==> config.mk <==
export PLATFORM = sky130hd
export DESIGN_NAME = hc595_driver
export DESIGN_NICKNAME = d
export VERILOG_FILES = /design/src/rtl/hc595_driver.sv
export SDC_FILE = /design/constraint.sdc
export NUM_CORES = 1
export LEC_CHECK = 0
export CAP_MARGIN = 30
export CORE_MARGIN = 2
export CORE_UTILIZATION = 59
export DETAILED_ROUTE_END_ITERATION = 8
export DONT_BUFFER_PORTS = 1
export PLACE_DENSITY = 0.81
export SLEW_MARGIN = 20
export SYNTH_ARGS = -nofsm -noshare
export SYNTH_HDL_FRONTEND = slang
export SYNTH_SLANG_ARGS = --single-unit
==> constraint.sdc <==
create_clock -name clk -period 2.1 [get_ports clk]
set_clock_uncertainty 0.2 [all_clocks]
set_input_delay 0 -clock clk [delete_from_list [all_inputs] [get_ports clk]]
set_output_delay 0 -clock clk [all_outputs]
set_load 0.02 [all_outputs]
==> src/rtl/hc595_driver.sv <==
// Serial driver for a chain of 74xx595 shift registers: shifts a WIDTH-bit word
// out MSB first on SER/SRCLK, then pulses RCLK once to latch the complete frame.
module hc595_driver #(
  parameter int WIDTH = 8,
  parameter int DIV   = 2
) (
  input  logic             clk,
  input  logic             reset,
  input  logic [WIDTH-1:0] data,
  input  logic             load,
  output logic             busy,
  output logic             done,
  output logic             ser,
  output logic             srclk,
  output logic             rclk
);

  localparam int BW = (WIDTH > 1) ? $clog2(WIDTH) : 1;
  localparam int DW = (DIV > 1) ? $clog2(DIV) : 1;
  localparam logic [BW-1:0] LAST_BIT = BW'(WIDTH - 1);
  localparam logic [DW-1:0] LAST_DIV = DW'(DIV - 1);

  typedef enum logic [1:0] {S_IDLE, S_SETUP, S_HIGH, S_LATCH} state_t;

  state_t           r_state, w_state_next;
  logic [WIDTH-1:0] r_shift, w_shift_next;
  logic [BW-1:0]    r_bit, w_bit_next;
  logic [DW-1:0]    r_div, w_div_next;
  logic             r_ser, w_ser_next;
  logic             r_srclk, w_srclk_next;
  logic             r_rclk, w_rclk_next;
  logic             r_busy, w_busy_next;
  logic             r_done, w_done_next;
  logic             w_div_end;

  assign w_div_end = (r_div == LAST_DIV);

  always_ff @(posedge clk or posedge reset) begin
    if (reset) begin
      r_state <= S_IDLE;
      r_shift <= '0;
      r_bit   <= '0;
      r_div   <= '0;
      r_ser   <= 1'b0;
      r_srclk <= 1'b0;
      r_rclk  <= 1'b0;
      r_busy  <= 1'b0;
      r_done  <= 1'b0;
    end else begin
      r_state <= w_state_next;
      r_shift <= w_shift_next;
      r_bit   <= w_bit_next;
      r_div   <= w_div_next;
      r_ser   <= w_ser_next;
      r_srclk <= w_srclk_next;
      r_rclk  <= w_rclk_next;
      r_busy  <= w_busy_next;
      r_done  <= w_done_next;
    end
  end

  always_comb begin
    w_state_next = r_state;
    case (r_state)
      S_IDLE:  if (load) w_state_next = S_SETUP;
      S_SETUP: if (w_div_end) w_state_next = S_HIGH;
      S_HIGH:  if (w_div_end) w_state_next = (r_bit == LAST_BIT) ? S_LATCH : S_SETUP;
      S_LATCH: if (w_div_end) w_state_next = S_IDLE;
      default: w_state_next = S_IDLE;
    endcase
  end

  always_comb begin
    w_shift_next = r_shift;
    w_bit_next   = r_bit;
    w_ser_next   = r_ser;
    w_srclk_next = r_srclk;
    w_rclk_next  = r_rclk;
    w_busy_next  = r_busy;
    w_done_next  = 1'b0;
    // The divider free-runs in every busy state and wraps on each phase change.
    if (r_state == S_IDLE || w_div_end) w_div_next = '0;
    else w_div_next = r_div + DW'(1);
    case (r_state)
      S_IDLE: begin
        if (load) begin
          w_shift_next = data;
          w_ser_next   = data[WIDTH-1];
          w_busy_next  = 1'b1;
          w_bit_next   = '0;
        end
      end
      S_SETUP: begin
        if (w_div_end) w_srclk_next = 1'b1;
      end
      S_HIGH: begin
        if (w_div_end) begin
          w_srclk_next = 1'b0;
          if (r_bit == LAST_BIT) begin
            w_rclk_next = 1'b1;
          end else begin
            // ser moves only together with the falling srclk edge.
            w_shift_next = r_shift << 1;
            w_ser_next   = w_shift_next[WIDTH-1];
            w_bit_next   = r_bit + BW'(1);
          end
        end
      end
      S_LATCH: begin
        if (w_div_end) begin
          w_rclk_next = 1'b0;
          w_busy_next = 1'b0;
          w_done_next = 1'b1;
        end
      end
      default: ;
    endcase
  end

  assign busy  = r_busy;
  assign done  = r_done;
  assign ser   = r_ser;
  assign srclk = r_srclk;
  assign rclk  = r_rclk;

endmodule

# == After elaboration in Yosys (flattened, before gate mapping) ==
# Cells that the tools add are included.
# word_totals
input_bits,11
ff_bits,18
word_cells,61
out_inout_bits,5
# classes
reduce_logical,11
n_eq_ne,10
n_addsub,2
n_mux,29
# ops
operator,count
$mux 7,3
$pmux 7 s2,1
$ne 2x2->1 const B,6
$reduce_and 4->1,3
$mux 1,11
$mux 2,5
$mux 3,3
$pmux 1 s2,4
$pmux 2 s4,1
$reduce_bool 2->1,4
$pmux 3 s2,1
$reduce_and 3->1,2
$eq 2x2->1 const B,2
$add 3x1->3 const B,1
$eq 3x3->1 const B,1
$eq 2x1->1 const B,1
$logic_not 2->1,1
$add 1x1->1 const B,1
$logic_or 1x1->1,1

# == Longest topological paths before layout ==
# depth
ltp_word,4
mapped_depth,6
depth_no_buf,5

# == Worst setup path after synthesis ==
# No wires, ideal clock.
# synth_path
kind,register to register
start,register r_bit[0]
end,register r_bit[1]
synth_period_minus_slack_ns,1.878
slack_ns,0.222
path_stages_with_launch,7
arrival_time_ns,1.553
cell_sequence,dfrtp_1 -> ha_1 -> ha_1 -> nand4bb_1 -> o21ai_2 -> buf_6 -> mux2_4
# synth_between
elab_chain_cells,4
# synth_rtl
element,line_no,source
"start, declared",27,"logic [BW-1:0] r_bit, w_bit_next;"
"start signal, assigned",52,r_bit <= w_bit_next;
$add 3x1->3,105,w_bit_next = r_bit + BW'(1);
$mux 3,99,if (r_bit == LAST_BIT) begin
$mux 3,97,if (w_div_end) begin
$pmux 3 s2,84,case (r_state)
# Several ways; a longest one is shown, not always the timed one. The select of a mux whose other input is x is not followed.
# A chain may end at the register's enable or synchronous reset.

# == Final worst setup path ==
# layout_path
start,register r_bit[0]
end,register r_shift[2]
# layout_between
elab_chain_cells,3
# layout_rtl
element,line_no,source
$eq 3x3->1,99,
$ne 2x2->1 (no source line),--,
$reduce_and 4->1 (no source line),--,
"end signal, assigned",51,r_shift <= w_shift_next;
"end, declared",26,"logic [WIDTH-1:0] r_shift, w_shift_next;"
# Every way passes these cells.

==> flow_summary.yaml <==
route:
  drc: 0
  first_pass_iters: 4
  routed_wl_microns: 1650
  drtIter0Drc: 3
  ant_nets: 0
  via_per_inst: 5.79
  num_vias: 573
  wl_per_cell_microns: 16.6
synthesis:
  synthesis.nets: 82
  synth_top_area_cell: "dfrtp_1"
  synth_cell_types: 16
  ys_seq_area_frac: 0.494
  synthTopCellsByCount: "18 x dfrtp_1, 16 x mux2_4, 5 x nor2_1"
  ys_warn_count: 0
  avgSynthCellArea_sq_um: 13.2
  yosysMostFrequentCell: "dfrtp_1"
  synthDominantCellAreaShare: 0.494
  ys_seq_elements: 18
  synthFlopType: "dfrtp_1"
  synth_edf_count: 0
  syn-cell-area_sq_um: 912
  netlist_top_cells_area: "dfrtp_1 49%, mux2_4 26%, mux2i_1 3.3%"
  synthCells: 69
  ys_async_sr_fraction: 1.00
pwr:
  ir_drop_mv: 0.925
  intPower_w: 0.000983
  p_per_area_nw_per_um2: 1400
  combPwrFrac: 0.421
  p_sw_frac: 0.353
  power_leakage_nw: 0.538
  seqPwrFrac: 0.437
  pwr-share-clk: 0.142
  power_switching_w: 0.000536
timing:
  finalSetupViolCount: 0
  max_freq_mhz: 508
  max_slew.worst_pin.slew_ns: 0.673
  tns_ns: 0
  min_period_over_period: 0.938
  rsz0062_at_grt: "no"
  fin_ws_ns: 0.131
  slew_headroom: 0.551
  hold_viol: 0
  maxSlewViolCount: 0
  period_needed_ns: 1.97
worst_setup_path:
  arrival_ns: 1.96
  setup.worst_path.end_class: "flip-flop"
  worstSetupPathType: "reg -> reg"
  cp-start-kind: "flip-flop"
  cp.required_ns: 2.10
  crit_fanout: 11
  rr_worst_depth: 5
floorplan:
  core_region_area_sq_um: 1470
  rows: 14
  dieArea_sq_um: 1880
  die_height_microns: 43.3
  start_util: 0.620
  die_x_microns: 43.3
  pin_count: 16
global_route:
  grt_util_all_layers: 0.206
  grt_pass1_vias: 611
  grt_max_degree: 19
  grt.overflow.total: 0
  antenna_found_initial: 0
  grt_pass1_wl_microns: 2810
clock_tree:
  cts.sink_count: 18
  htree_levels: 1
  cts_made_buffers: 3
  worstSkewPairLatency_ns: 0.30
  clockBufferDepth: 2
  clkTransAtPathRegs_ns: 0.10
  cts_root_buffer: "clkbuf_4"
  tritoncts: "built"
placement:
  port_buffers: 0
  pre_cts_ws_ns: 0.0477
  gp_congestion: 0.780
  place_hpwl_microns: 992
  dpl-instance-area_sq_um: 917
run:
  maxCapViolCount: 0
outcome:
  outcome: "finished clean"
layout:
  finish.utilization: 0.737
  diodes: 0
  fillCellCount: 90
  drive_above_1_share: 0.301
  stdcell_area_sq_um: 1080
  area_growth_pct: 18.9
  final_nets: 97
hold_path:
  hold_path_class: "in -> async"
worst max-delay path: stages, from the launching register on:
cell and delay, ns:
dfrtp_1 0.41, ha_1 0.21, ha_1 0.23, nand4bb_4 0.26, o21ai_4 0.21, mux2_4 0.34
final timing paths:
path	from	endpoint	slack, ns
max	r_bit[0]	r_shift[2]	0.13
min	reset	r_shift[2]	0.05
max reg2reg	r_bit[0]	r_shift[2]	0.13
min reg2reg	r_bit[0]	r_bit[0]	0.31
max in group asynchronous	reset	done	1.22
min in group clk	data[0]	r_shift[0]	0.18
per-layer routing:
metal | global-route usage | vias to the layer above | share of wire
met5 | 0 | - | 0
li1 | - | 265 | -
met3 | 0.0340 | 2 | 0.030
met2 | 0.334 | 11 | 0.48
met4 | 0.0727 | 0 | 0.012
met1 | 0.280 | 295 | 0.47
layout by cell type, fill, tap and decap left out, drive strengths merged:
cell and instances:
a21oi 3, nor2 5, a31oi 2, dlygate4sd3 10, ha 2, nand2b 2, mux2 16, clkbuf 4
buf 3, mux2i 3, nand4bb 1, nand2 4, dfrtp 18, and3 2, inv 4, o21ai 4
sequential cells by signal (all words and copies together), names as in the netlist:
register	cells
r_bit	3
done	1
ser	1
busy	1
rclk	1
r_div	1
r_state	2
srclk	1
r_shift	7
metrics by stage:
step | total power [W] | std cells | hold WS, ns
6_report | 0.00152 | 99 | 0.0498
5_1_grt | 0.00161 | 99 | 0.120
4_1_cts | 0.00147 | 98 | 0.0632
3_5_place_dp | 0.00124 | 84 | -0.172
3_3_place_gp | 0.00122 | 84 | -0.187
2_1_floorplan | 0.00116 | 69 | -0.261
power by group through the flow:
stage | Sequential, W | Clock, W | Combinational (W)
CTS | 0.000652 | 0.000218 | 0.000605
floorplan | 0.000626 | 0 | 0.000536
detailed placement | 0.000656 | 0 | 0.000583
finish | 0.000664 | 0.000215 | 0.000640
global route | 0.000682 | 0.000231 | 0.000698
global placement | 0.000655 | 0 | 0.000561
layout make-up:
type | count | area (sq um) | share of cell area
inverters | 4 | 15.0 | 0.0138
repair buffers | 13 | 123 | 0.113
clock buffers | 4 | 36.3 | 0.0334
multi-input cells | 44 | 440 | 0.406
well taps | 16 | 20.0 | 0.0185
flip-flops and latches | 18 | 450 | 0.415
cell families after synthesis:
family | Yosys count | share of synthesized area
AO/OA/AOI/OAI | 9 | 0.0562
adder cells (fa/ha/maj) | 2 | 0.0274
buffers and inverters | 7 | 0.0494
flip-flops | 18 | 0.494
multiplexers | 19 | 0.296
AND/OR/NAND/NOR | 14 | 0.0768
what timing repair did:
action                                  4_1_cts  5_1_grt
hold endpoints to repair                     28        0
resized for setup                             0        2
hold buffers                                 10        0
setup buffers                                 0        1
endpoints found under the setup margin        0        9
(Power assumes the default switching activity.)
